`config.mk`:
```
export PLATFORM = sky130hd
export DESIGN_NAME = opb_status_bank_flat
export DESIGN_NICKNAME = d
export VERILOG_FILES = /design/src/rtl/opb_status_bank_if.sv /design/src/rtl/opb_status_bank.sv /design/src/flat_wrapper.sv
export SDC_FILE = /design/constraint.sdc
export NUM_CORES = 1
export LEC_CHECK = 0
export CORE_ASPECT_RATIO = 1.2
export CORE_MARGIN = 2
export CORE_UTILIZATION = 55
export DETAILED_ROUTE_END_ITERATION = 7
export PLACE_DENSITY = 0.81
export SLEW_MARGIN = 20
export SYNTH_ARGS = -nofsm -noshare
export SYNTH_HDL_FRONTEND = slang
export SYNTH_SLANG_ARGS = --single-unit
```
`constraint.sdc`:
```
create_clock -name OPB_Clk -period 12.1 [get_ports OPB_Clk]
set_clock_uncertainty 0.05 [all_clocks]
set_input_delay 3.63 -clock OPB_Clk [delete_from_list [all_inputs] [get_ports OPB_Clk]]
set_output_delay 3.63 -clock OPB_Clk [all_outputs]
set_load 0.01 [all_outputs]
```
`src/rtl/opb_status_bank_if.sv`:
```
// OPB slave-side bus bundle for opb_status_bank.
// Master drives address/data/control; the slave returns data and acks.
interface opb_status_bank_if;
  logic [0:31] OPB_ABus;
  logic [0:3]  OPB_BE;
  logic [0:31] OPB_DBus;
  logic        OPB_RNW;
  logic        OPB_select;
  logic        OPB_seqAddr;
  logic [0:31] Sl_DBus;
  logic        Sl_xferAck;
  logic        Sl_errAck;
  logic        Sl_retry;
  logic        Sl_toutSup;

  modport master (
    output OPB_ABus, OPB_BE, OPB_DBus,
    output OPB_RNW, OPB_select, OPB_seqAddr,
    input  Sl_DBus, Sl_xferAck,
    input  Sl_errAck, Sl_retry, Sl_toutSup
  );

  modport slave (
    input  OPB_ABus, OPB_BE, OPB_DBus,
    input  OPB_RNW, OPB_select, OPB_seqAddr,
    output Sl_DBus, Sl_xferAck,
    output Sl_errAck, Sl_retry, Sl_toutSup
  );
endinterface

```
`src/rtl/opb_status_bank.sv`:
```
// OPB slave exposing per-channel snapshot and sticky-OR status words.
// Single-cycle ack after the first hit, then waits for select to drop.
module opb_status_bank #(
  parameter logic [31:0] C_BASEADDR  = 32'h0108C100,
  parameter logic [31:0] C_HIGHADDR  = 32'h0108C1FF,
  parameter int          C_NUM_CH    = 4,
  parameter int          C_DWIDTH    = 32,
  parameter int          C_STICKY_EN = 1
) (
  input logic                         OPB_Clk,
  input logic                         OPB_Rst_n,
  opb_status_bank_if.slave            bus,
  input logic [C_NUM_CH*C_DWIDTH-1:0] user_data_in
);
  localparam logic [1:0] IDLE = 2'd0;
  localparam logic [1:0] ACK  = 2'd1;
  localparam logic [1:0] WAIT = 2'd2;

  logic [1:0] state;
  logic [C_NUM_CH-1:0][C_DWIDTH-1:0] smp;
  logic [C_NUM_CH-1:0][C_DWIDTH-1:0] snap;
  logic [C_NUM_CH-1:0][C_DWIDTH-1:0] sticky;
  logic [15:0] snap_cnt;
  logic [31:0] addr;
  logic [31:0] off;
  logic [31:0] wdata;
  logic [31:0] rdata;
  logic [3:0]  be;
  logic [29:0] word;
  logic        hit;
  logic        ack;
  logic        ctrl_wr;
  logic        do_snap;
  logic        do_clr;
  logic        unused_bits;

  // Bus vectors are big-endian numbered; bit 31 lands on numeric bit 0.
  assign addr  = bus.OPB_ABus;
  assign wdata = bus.OPB_DBus;
  assign be    = bus.OPB_BE;
  assign off   = addr - C_BASEADDR;
  assign word  = off[31:2];

  assign hit = bus.OPB_select
            && addr >= C_BASEADDR
            && addr <= C_HIGHADDR;
  assign ack = state == ACK;

  assign ctrl_wr = ack && !bus.OPB_RNW
                && word == '0 && be[0];
  assign do_snap = ctrl_wr && wdata[0];
  assign do_clr  = ctrl_wr && wdata[1];

  always_ff @(posedge OPB_Clk or negedge OPB_Rst_n) begin
    if (!OPB_Rst_n) begin
      state <= IDLE;
    end else begin
      unique case (state)
        IDLE:    if (hit) state <= ACK;
        ACK:     state <= WAIT;
        WAIT:    if (!bus.OPB_select) state <= IDLE;
        default: state <= IDLE;
      endcase
    end
  end

  always_ff @(posedge OPB_Clk or negedge OPB_Rst_n) begin
    if (!OPB_Rst_n) begin
      smp      <= '0;
      snap     <= '0;
      sticky   <= '0;
      snap_cnt <= '0;
    end else begin
      smp    <= user_data_in;
      // Clear keeps the current sample so no event is lost.
      sticky <= do_clr ? smp : (sticky | smp);
      if (do_snap) begin
        snap     <= smp;
        snap_cnt <= snap_cnt + 16'd1;
      end
    end
  end

  always_comb begin
    rdata = '0;
    if (word == '0) rdata[15:0] = snap_cnt;
    for (int i = 0; i < C_NUM_CH; i++) begin
      if (word == 30'(i + 1))
        rdata[C_DWIDTH-1:0] = snap[i];
      if (C_STICKY_EN != 0 && word == 30'(i + 17))
        rdata[C_DWIDTH-1:0] = sticky[i];
    end
  end

  // Wired-OR bus: drive zero outside the read ack cycle.
  assign bus.Sl_DBus    = (ack && bus.OPB_RNW) ? rdata : '0;
  assign bus.Sl_xferAck = ack;
  assign bus.Sl_errAck  = 1'b0;
  assign bus.Sl_retry   = 1'b0;
  assign bus.Sl_toutSup = 1'b0;

  assign unused_bits = ^{bus.OPB_seqAddr, off[1:0],
                         be[3:1], wdata[31:2]};
endmodule
```
`src/flat_wrapper.sv`:
```
// flat-port wrapper written by rule: the top's interface ports become plain ports
module opb_status_bank_flat 
#(
  parameter logic [31:0] C_BASEADDR  = 32'h0108C100,
  parameter logic [31:0] C_HIGHADDR  = 32'h0108C1FF,
  parameter int          C_NUM_CH    = 4,
  parameter int          C_DWIDTH    = 32,
  parameter int          C_STICKY_EN = 1
)
  (OPB_Clk, OPB_Rst_n, user_data_in, bus_OPB_ABus, bus_OPB_BE, bus_OPB_DBus, bus_OPB_RNW, bus_OPB_select, bus_OPB_seqAddr, bus_Sl_DBus, bus_Sl_xferAck, bus_Sl_errAck, bus_Sl_retry, bus_Sl_toutSup);
  opb_status_bank_if bus_i ();
  input logic OPB_Clk;
  input logic OPB_Rst_n;
  input logic [C_NUM_CH*C_DWIDTH-1:0] user_data_in;
  input wire logic [$bits(bus_i.OPB_ABus)-1:0] bus_OPB_ABus;
  input wire logic [$bits(bus_i.OPB_BE)-1:0] bus_OPB_BE;
  input wire logic [$bits(bus_i.OPB_DBus)-1:0] bus_OPB_DBus;
  input wire logic [$bits(bus_i.OPB_RNW)-1:0] bus_OPB_RNW;
  input wire logic [$bits(bus_i.OPB_select)-1:0] bus_OPB_select;
  input wire logic [$bits(bus_i.OPB_seqAddr)-1:0] bus_OPB_seqAddr;
  output wire logic [$bits(bus_i.Sl_DBus)-1:0] bus_Sl_DBus;
  output wire logic [$bits(bus_i.Sl_xferAck)-1:0] bus_Sl_xferAck;
  output wire logic [$bits(bus_i.Sl_errAck)-1:0] bus_Sl_errAck;
  output wire logic [$bits(bus_i.Sl_retry)-1:0] bus_Sl_retry;
  output wire logic [$bits(bus_i.Sl_toutSup)-1:0] bus_Sl_toutSup;
  assign bus_i.OPB_ABus = bus_OPB_ABus;
  assign bus_i.OPB_BE = bus_OPB_BE;
  assign bus_i.OPB_DBus = bus_OPB_DBus;
  assign bus_i.OPB_RNW = bus_OPB_RNW;
  assign bus_i.OPB_select = bus_OPB_select;
  assign bus_i.OPB_seqAddr = bus_OPB_seqAddr;
  assign bus_Sl_DBus = bus_i.Sl_DBus;
  assign bus_Sl_xferAck = bus_i.Sl_xferAck;
  assign bus_Sl_errAck = bus_i.Sl_errAck;
  assign bus_Sl_retry = bus_i.Sl_retry;
  assign bus_Sl_toutSup = bus_i.Sl_toutSup;
  opb_status_bank #(.C_BASEADDR(C_BASEADDR), .C_HIGHADDR(C_HIGHADDR), .C_NUM_CH(C_NUM_CH), .C_DWIDTH(C_DWIDTH), .C_STICKY_EN(C_STICKY_EN)) u_core (.OPB_Clk(OPB_Clk), .OPB_Rst_n(OPB_Rst_n), .bus(bus_i), .user_data_in(user_data_in));
endmodule
```
==> Word level (Yosys, flattened, before mapping) <==
Index checks and enable logic that the tools add are counted.
{ "word_totals": {"register_bits": 402, "in_bits": 201} }
{ "op_classes": {"n_mux": 14, "n_lt_le_gt_ge": 2, "eq_ne": 12, "bitwise": 1, "addsub": 2, "reduce_logical": 12} }
{ "ops": {"columns": ["cell", "n"], "rows": [
  ["32-bit 2-to-1 mux", 9],
  ["128-bit 2-to-1 mux", 1],
  ["128-bit bitwise OR", 1],
  ["30-bit by 5-bit equality test with 1-bit output, second input constant", 4],
  ["30-bit by 2-bit equality test with 1-bit output, second input constant", 2],
  ["32-bit by 25-bit >= comparator with 1-bit output, second input constant", 1],
  ["32-bit by 25-bit <= comparator with 1-bit output, second input constant", 1],
  ["32-bit by 25-bit subtractor with 32-bit output, second input constant", 1],
  ["30-bit by 1-bit equality test with 1-bit output, second input constant", 1],
  ["30-bit by 3-bit equality test with 1-bit output, second input constant", 1],
  ["30-bit logical NOT", 1],
  ["16-bit by 1-bit adder with 16-bit output, second input constant", 1],
  ["16-bit 2-to-1 mux", 1],
  ["1-bit logical AND", 8],
  ["2-bit one-hot mux with 3 select lines", 1],
  ["2-bit 2-to-1 mux", 2],
  ["2-bit by 1-bit equality test with 1-bit output, second input constant", 1],
  ["2-bit equality test, second input constant", 1],
  ["2-bit logical NOT", 1],
  ["2-bit by 1-bit != test with 1-bit output, second input constant", 1],
  ["2-bit != test, second input constant", 1],
  ["2-bit AND reduction", 1],
  ["1-bit logical NOT", 1]
]} }

==> Logic depth before layout (Yosys ltp) <==
Gate-level depths: netlist of the first run.
{ "logic_depth": {"word_depth": 12, "depth_mapped": 11, "mapped_depth_nobuf": 7} }

==> Worst setup path after synthesis of the first run <==
No wires, ideal clock.
{ "synth_timing": {"path_type": "input to output", "start": "input bus_OPB_ABus[10]", "end": "output bus_Sl_DBus[20]", "path_stages": 7, "slack_ps": 2790, "path_buffers": 1, "required_ps": 8420, "arrival_ps": 5630, "cell_sequence": "nor4_4 nand4_1 a2111oi_2 and4_1 nand2_1 clkbuf_1 o41ai_1"} }
{ "synth_between": {"elab_chain_len": 11} }
{ "synth_lines": {"columns": ["element", "line", "source"], "rows": [
  ["from (decl)", "flat_wrapper.sv:15", "input wire logic [$bits(bus_i.OPB_ABus)-1:0] bus_OPB_ABus;"],
  ["32-bit by 25-bit subtractor with 32-bit output (*)", "opb_status_bank.sv:41", "assign off = addr - C_BASEADDR;"],
  ["30-bit by 1-bit equality test with 1-bit output", "opb_status_bank.sv:88", "if (word == 30'(i + 1))"],
  ["32-bit 2-to-1 mux", "opb_status_bank.sv:88", null],
  ["32-bit 2-to-1 mux", "opb_status_bank.sv:90", "if (C_STICKY_EN != 0 && word == 30'(i + 17))"],
  ["32-bit 2-to-1 mux", "opb_status_bank.sv:88", null],
  ["32-bit 2-to-1 mux", "opb_status_bank.sv:90", null],
  ["32-bit 2-to-1 mux", "opb_status_bank.sv:88", null],
  ["32-bit 2-to-1 mux", "opb_status_bank.sv:90", null],
  ["32-bit 2-to-1 mux", "opb_status_bank.sv:88", null],
  ["32-bit 2-to-1 mux (*)", "opb_status_bank.sv:90", null],
  ["32-bit 2-to-1 mux (*)", "opb_status_bank.sv:96", "assign bus.Sl_DBus = (ack && bus.OPB_RNW) ? rdata : '0;"],
  ["to (decl)", "flat_wrapper.sv:21", "output wire logic [$bits(bus_i.Sl_DBus)-1:0] bus_Sl_DBus;"]
]} }
Mark *: on every way between the ends. The rest lies on a longest branch, timed or not.

==> Worst setup path in the final report of the first run <==
{ "layout_timing": {"start": "input bus_OPB_ABus[20]", "end": "output bus_Sl_DBus[3]"} }
{ "layout_between": {"elab_chain_len": 12} }
{ "layout_lines": {"columns": ["element", "line", "source"], "rows": [
  ["32-bit by 25-bit subtractor with 32-bit output (*)", "opb_status_bank.sv:41", null],
  ["30-bit logical NOT", "opb_status_bank.sv:86", "if (word == '0) rdata[15:0] = snap_cnt;"],
  ["16-bit 2-to-1 mux", "opb_status_bank.sv:86", null],
  ["32-bit 2-to-1 mux", "opb_status_bank.sv:88", null],
  ["32-bit 2-to-1 mux", "opb_status_bank.sv:90", null],
  ["32-bit 2-to-1 mux", "opb_status_bank.sv:88", null],
  ["32-bit 2-to-1 mux", "opb_status_bank.sv:90", null],
  ["32-bit 2-to-1 mux", "opb_status_bank.sv:88", null],
  ["32-bit 2-to-1 mux", "opb_status_bank.sv:90", null],
  ["32-bit 2-to-1 mux", "opb_status_bank.sv:88", null],
  ["32-bit 2-to-1 mux (*)", "opb_status_bank.sv:90", null],
  ["32-bit 2-to-1 mux (*)", "opb_status_bank.sv:96", null]
]} }
Marks and branches as above.

==> impl_results.md, run 1 <==
- Clk_lat worst skew: 0.53 ns
- Psw: 0.000595 W
- CP top delay family: simple AND/OR/NAND/NOR gates
- Warnings from Yosys: 0
- Layout cells sized above 1: 7.16%
- Sw Ratio: 20.8%
- Main combinational cell family by area after synthesis: simple AND/OR/NAND/NOR gates
- Overall routed net length: 40.2 mm
- Largest stage delay, worst path: 0.61 ns
- Internal Power: 0.00226 W
- Vias: 11900
- Crit end category: output port
- IO Port Bufs: 197
- Drt pass-1 iters: 5
- Worst EP arrival: 7.36 ns
- Leakage: 8.42 nW
- Reg power frac: 48.3%
- Post-Synth Adder-Cell Area: 0.0781%
- Die height: 191 um
- CTS tree: built
- Initial Util: 55.7%
- Status: complete, no violations
- Detailed placer's ending HPWL: 25.3 mm
- CTS Sinks: 402
- Largest cells by area after synthesis: dfrtp_1, nand2_1, a21o_1
- Area share of the largest cell type after synthesis: 62.8%
- Storage element area: 10100 sq um
- Combinational cell fraction of total power: 5.0%
- Post-layout util: 68.4%
- GRT Total Usage: 26.7%
- # hold bufs at CTS: 0
- First-pass GRT wire length: 64.1 mm
- Site Rows: 68
- HP Class: reg2reg
- Simple-gate share of the synthesized area: 15.3%
- Total grt overflow: 0
- N_diodes: 0
- Initial antenna violation count: 0
- Post-CTS setup buffers: 0
- Critical path fanouts, max: 17
- Clock root buffer: clkbuf_16
- CP Buf/Inv Count: 2
- Die area: 30500 sq um
- Pwr dens: 145 nW/um^2
- Critical setup path kind: in2out
- Count of state elements after synthesis: 402
- Core Footprint: 28800 sq um
- ANT nets after route: 0
- Routed WL per cell: 19.5 um
- Yosys cell types: 58
- FILL cells: 2142
- Critical Path Start Type: primary input
- CTS H-tree depth: 2
- Largest net degree at the start of global routing: 168
- Syn avg cell area: 10.8 sq um
- Synth Cell Area: 16000 sq um
- Max-cap viol count: 0
- Slew Limit Fails: 0
- Clock power frac: 46.7%
- Post-CTS sizing: 0
- Synth Instances: 1486
- Ys async rst share: 100%
- Worst-Margin Slew: 1.11 ns
- Number of synthesized flops with an enable pin: 0
- CTS Buf Count: 39
- Synth Area in XOR/XNOR: 0.820%
- CP required: 8.42 ns
- Post-synthesis compound-gate area fraction: 14.8%
- Final setup fails: 0
- Worst-path cell chain: clkdlybuf4s50_1 -> o41ai_1 -> nand4_1 -> a2111oi_2 -> and4_1 -> nand2_1 -> nand4b_4 -> a21oi_1 -> clkdlybuf4s50_1
- CTS max path bufs: 3
- Setup TNS: 0 ns
- Initial drt markers: 1042
- Main synth FF type: dfrtp_1
- Yosys top cell by area: dfrtp_1
- Register area share after synthesis: 62.8%
- Vias in the first global route: 12100
- GPL Wtd Cong: 0.868
- Critical-path top delay cell: clkdlybuf4s50_1
- Final nets: 1850
- Period utilisation layout: 91.2%
- Area overhead of the layout relative to synthesis: 22.7%
- Post-synthesis mux area share: 3.06%
- Post-route minimum period: 11.04 ns
- CP most frequent cell: clkdlybuf4s50_1
- Clock Pin Slew Worst Setup and Hold Paths: 0.06 ns
- VDD IR-drop max: 0.113 mV
- Area of the multi-input gates: 5490 sq um
- Fmax achieved: 0.0906 GHz
- I/O pin cnt: 237
- DIE WIDTH: 160 um
- Slew margin rel.: 26.1%
- DRC errors left: 0
- Via-to-Cell Ratio: 5.77
- Final Hold Viols: 0
- RSZ-0062 raised after global routing: no
layout by cell type, fill, tap and decap left out, drive strengths merged, types with 6 or more instances in the layout:
| cell type | netlist | routed |
|---|---|---|
| nand2 | 451 | 451 |
| dfrtp | 402 | 402 |
| clkdlybuf4s50 | 0 | 195 |
| a21o | 129 | 129 |
| o21ai | 72 | 72 |
| clkbuf | 45 | 57 |
| a21oi | 54 | 54 |
| mux2i | 31 | 31 |
| nor2 | 28 | 28 |
| inv | 19 | 19 |
| buf | 49 | 18 |
| nor2b | 16 | 16 |
| o41ai | 16 | 16 |
| o22ai | 16 | 16 |
| o2111ai | 16 | 16 |
| a221oi | 16 | 16 |
| mux2 | 16 | 16 |
| a2111oi | 16 | 16 |
| nor4 | 14 | 14 |
| nand4 | 9 | 9 |
| xor2 | 8 | 8 |
| nand3 | 7 | 7 |
| xnor2 | 7 | 7 |
| bufinv | 0 | 6 |
state kept, by name, indices dropped and copies added, names as in the netlist:
name / cells
u_core.smp: 128
u_core.snap: 128
u_core.sticky: 128
u_core.snap_cnt: 16
u_core.state: 2
kinds of logic after synthesis:
kind of cell               Yosys count
and+or+nand+nor                    560
DFF                                402
AOI/OAI and AO/OA                  347
buffers and inverters              113
muxes                               47
xor gates and xnor gates            15
adders and majority gates            1
other                                1
cells in the mapped netlist, drive strengths merged, types with 2 or more instances:
library cell and instances:
a2111oi 16, a21o 129, a21oi 54, a221oi 16
a22oi 2, and2 3, and3 4, and4 4
buf 49, clkbuf 45, dfrtp 402, inv 19
mux2 16, mux2i 31, nand2 451, nand2b 4
nand3 7, nand3b 4, nand4 9, nand4b 3
nor2 28, nor2b 16, nor3 5, nor3b 2
nor4 14, nor4b 4, o2111ai 16, o21ai 72
o22ai 16, o41ai 16, xnor2 7, xor2 8
metrics by stage:
step	worst slack [ns]	power (W)	hold slack (ns)	instances	instance area, sq um
final	1.06	0.00286	0.394	2062	19700
after global routing	0.902	0.00295	0.411	2062	19700
after CTS	1.11	0.00288	0.399	2062	19700
after detailed placement	1.15	0.00155	0.387	1992	18200
after global placement	1.16	0.00155	0.382	1992	18200
after floorplan	2.79	0.00144	0.378	1488	16000
layout make-up:
class / count / area share (%)
Clock buffer: 57 / 6.24
Inverter: 19 / 0.363
Sequential cell: 402 / 51.2
Tap cell: 385 / 2.45
Clock inverter: 13 / 1.14
Timing Repair Buffer: 213 / 10.7
Multi-Input combinational cell: 973 / 27.9
power groups by stage:
stage / logic (W) / registers, W / clock network (W)
6_report: 0.000143 / 0.00138 / 0.00133
3_5_place_dp: 0.000144 / 0.00140 / 0
5_1_grt: 0.000156 / 0.00138 / 0.00141
4_1_cts: 0.000145 / 0.00138 / 0.00135
3_3_place_gp: 0.000142 / 0.00140 / 0
2_1_floorplan: 0.0000422 / 0.00140 / 0
per-layer routing:
| metal | vias to the layer above | part of all wire (%) | wire, um | global-route usage, % |
|---|---|---|---|---|
| met5 | - | 0 | 0 | 0 |
| met4 | 0 | 6.1 | 2470 | 15.4 |
| met3 | 108 | 6.0 | 2400 | 3.99 |
| met2 | 432 | 49 | 19700 | 44.3 |
| met1 | 5971 | 39 | 15700 | 33.8 |
| li1 | 5380 | - | - | - |
worst paths after layout:
| check | startpoint | end | slack, ns | cells after the start |
|---|---|---|---|---|
| min in group asynchronous | OPB_Rst_n | u_core.sticky[103] | 3.09 | 1 |
| min reg2reg | u_core.smp[81] | u_core.sticky[81] | 0.39 | 1 |
| max reg2reg | u_core.state[1] | u_core.snap_cnt[6] | 8.75 | 8 |
| max | bus_OPB_ABus[20] | bus_Sl_DBus[3] | 1.06 | 9 |
| max in group asynchronous | OPB_Rst_n | u_core.smp[5] | 6.70 | 3 |
| min | u_core.smp[81] | u_core.sticky[81] | 0.39 | 1 |
Note: power is estimated with default switching activity, not from simulation.
==> run 2, diff against run 1 <==
--- a/config.mk
+++ b/config.mk
@@ -7,9 +7,9 @@
 export LEC_CHECK = 0
 export CORE_ASPECT_RATIO = 1.2
 export CORE_MARGIN = 2
-export CORE_UTILIZATION = 55
+export CORE_UTILIZATION = 54
 export DETAILED_ROUTE_END_ITERATION = 7
-export PLACE_DENSITY = 0.81
+export PLACE_DENSITY = 0.8
 export SLEW_MARGIN = 20
 export SYNTH_ARGS = -nofsm -noshare
 export SYNTH_HDL_FRONTEND = slang
==> constraint.sdc (replaced) <==
create_clock -name OPB_Clk -period 11.3 [get_ports OPB_Clk]
set_clock_uncertainty 0.05 [all_clocks]
set_input_delay 3.39 -clock OPB_Clk [delete_from_list [all_inputs] [get_ports OPB_Clk]]
set_output_delay 3.39 -clock OPB_Clk [all_outputs]
set_load 0.01 [all_outputs]
==> run 2 against run 1 <==
Sequential cell count did not move. Clock-buffer cell count grew 2. Sequential share of layout area grew 0.35 points. Die area is 1.8% higher. First-iteration DRC count shrank 1.7%. Worst hold slack improved by 0.0030 ns. Largest cell class unchanged. Final cell count up 0.63%. Utilization is 2.0 points lower. Critical path depth down 1. Largest power group unchanged.
==> impl_results.md, run 2 (synthesized netlist as in run 1, its figures left out) <==
- Largest net degree at the start of global routing: 113 (-33%)
- Most frequent cells in the layout: nand2_1, dfrtp_1, clkdlybuf4s50_1
- Slew margin rel.: 37.4% (+11 points)
- Clk_lat worst skew: 0.52 ns (about the same)
- Pwr dens: 150 nW/um^2 (+2.8%)
- Internal Power: 0.00229 W (+1.4%)
- Clock power frac: 44.1% (-2.6 points)
- Post-CTS setup buffers: 0 (unchanged)
- Clock Pin Slew Worst Setup and Hold Paths: 0.06 ns (about the same)
- Post-route minimum period: 10.46 ns
- Worst reg-to-reg setup slack: 7.94 ns (-0.81 ns)
- CP required: 7.86 ns (-0.56 ns)
- Worst EP arrival: 7.02 ns (-0.34 ns)
- Critical Path Start Type: primary input
- Period utilisation layout: 92.5%
- Combinational cell fraction of total power: 5.2% (+0.2 points)
- DRC errors left: 0 (unchanged)
- Die height: 193 um (+0.90%)
- Final nets: 1856 (+0.32%)
- Final Hold Viols: 0 (unchanged)
- GPL Wtd Cong: 0.879 (+1.3%)
- Clock root buffer: clkbuf_16
- Post-layout util: 66.3% (-2.0 points)
- Initial drt markers: 1024 (-1.7%)
- Setup TNS: 0 ns (unchanged)
- CTS H-tree depth: 2 (unchanged)
- Die area: 31100 sq um (+1.8%)
- Reg power frac: 50.7% (+2.4 points)
- CP top delay family: simple AND/OR/NAND/NOR gates
- Routed WL per cell: 19.1 um (-1.8%)
- Area overhead of the layout relative to synthesis: 21.9%
- CP Buf/Inv Count: 2 (unchanged)
- CTS tree: built
- CTS Buf Count: 39 (unchanged)
- Critical-path top delay cell: o41ai_1
- Final setup fails: 0 (unchanged)
- Critical setup path kind: in2out
- CP most frequent cell: clkdlybuf4s50_1
- Fmax achieved: 0.0956 GHz
- Overall routed net length: 39.7 mm (-1.2%)
- Post-CTS sizing: 0 (unchanged)
- Total grt overflow: 0 (unchanged)
- Via-to-Cell Ratio: 5.69 (-1.4%)
- Largest stage delay, worst path: 0.80 ns (+0.19 ns)
- Drt pass-1 iters: 5 (unchanged)
- Commonest non-fill, non-tap cell in the layout: nand2_1
- Sw Ratio: 21.4% (+0.57 points)
- Initial antenna violation count: 2 (+2)
- # hold bufs at CTS: 0 (unchanged)
- Crit end category: output port
- Worst-Margin Slew: 0.939 ns (-0.170 ns)
- Site Rows: 69 (+1.5%)
- HP Class: reg2reg
- RSZ-0062 raised after global routing: no
- Initial Util: 54.4% (-1.3 points)
- IO Port Bufs: 197 (unchanged)
- Core Footprint: 29400 sq um (+2.4%)
- Regs by FF count: u_core.smp (128), u_core.snap (128), u_core.sticky (128)
- Vias: 11800 (-0.74%)
- Max-cap viol count: 0 (unchanged)
- Status: complete, no violations
- VDD IR-drop max: 0.116 mV (+2.7%)
- Layout cells sized above 1: 6.89% (-0.26 points)
- I/O pin cnt: 237 (unchanged)
- First-pass GRT wire length: 63.0 mm (-1.7%)
- Leakage: 8.35 nW (-0.80%)
- Slew Limit Fails: 0 (unchanged)
- Detailed placer's ending HPWL: 25.3 mm (+0.26%)
- DIE WIDTH: 161 um (+0.90%)
- CTS Sinks: 402 (unchanged)
- Psw: 0.000624 W (+4.9%)
- Worst-path cell chain: clkdlybuf4s50_1 -> nor4_4 -> nand4_1 -> a2111oi_2 -> and4_1 -> nand2_1 -> o41ai_1 -> clkdlybuf4s50_1
- GRT Total Usage: 25.9% (-0.75 points)
- Vias in the first global route: 11900 (-1.6%)
- Critical path fanouts, max: 16 (-1)
- FILL cells: 2258 (+5.4%)
- CTS max path bufs: 3 (unchanged)
- ANT nets after route: 0 (unchanged)
run 2: cell types whose count changed in the layout (fill, tap and decap cells not counted), moves of 2 or more:
cell,change
clkbuf_1,+10
buf_4,+6
clkbuf_8,-6
bufinv_16,-3
clkbuf_16,-2
diode_2,+2
run 2: area by class of cell:
cell class / count / area (sq um) / area share (%)
diodes: 2 / 5.00 / 0.0256
clock buffers: 59 / 1130 / 5.79
clock inverters: 11 / 139 / 0.711
inverters: 19 / 71.3 / 0.365
multi-input cells: 973 / 5490 / 28.1
flip-flops and latches: 402 / 10100 / 51.5
well taps: 390 / 488 / 2.50
repair buffers: 219 / 2140 / 11.0
run 2: power groups by stage:
stage,sequential (W),combinational (W),clock [W]
finish,0.00148,0.000152,0.00129
global route,0.00148,0.000167,0.00137
CTS,0.00148,0.000154,0.00131
detailed placement,0.00150,0.000153,0
global placement,0.00150,0.000151,0
floorplan,0.00150,0.0000452,0
run 2: worst paths after layout:
kind / start / endpoint / depth (start not counted)
setup / recovery: bus_OPB_ABus[10] / bus_Sl_DBus[17] / 8
min in group asynchronous: OPB_Rst_n / u_core.snap[101] / 1
hold reg to reg: u_core.smp[82] / u_core.sticky[82] / 1
max in group asynchronous: OPB_Rst_n / u_core.smp[79] / 2
setup reg to reg: u_core.state[1] / u_core.snap_cnt[6] / 8
hold / removal: u_core.smp[82] / u_core.sticky[82] / 1
run 2: stage by stage:
step                hold slack [ns]  worst slack [ns]  std cells  cell area [sq um]  total power [W]
global route                  0.413             0.637       2075              19500          0.00302
floorplan                     0.378              2.47       1488              16000          0.00154
detailed placement            0.386             0.837       2003              18200          0.00166
global placement              0.383             0.846       2003              18200          0.00166
finish                        0.397             0.843       2075              19500          0.00292
CTS                           0.398             0.838       2073              19500          0.00294
run 2: routing by layer:
metal | wire length [um] | vias to the layer above | track usage [%]
met5 | 0 | - | 0
met1 | 15600 | 5907 | 33.1
met4 | 1860 | 0 | 12.0
met3 | 2430 | 81 | 3.95
met2 | 19900 | 414 | 44.1
li1 | - | 5401 | -
run 2: worst reg2reg max path, delay by kind of cell (launching register included):
family        cells  cell delay, ns
xor+xnor          1            0.17
buf+inv           1            0.86
flops             1            0.40
simple gates      6            1.78
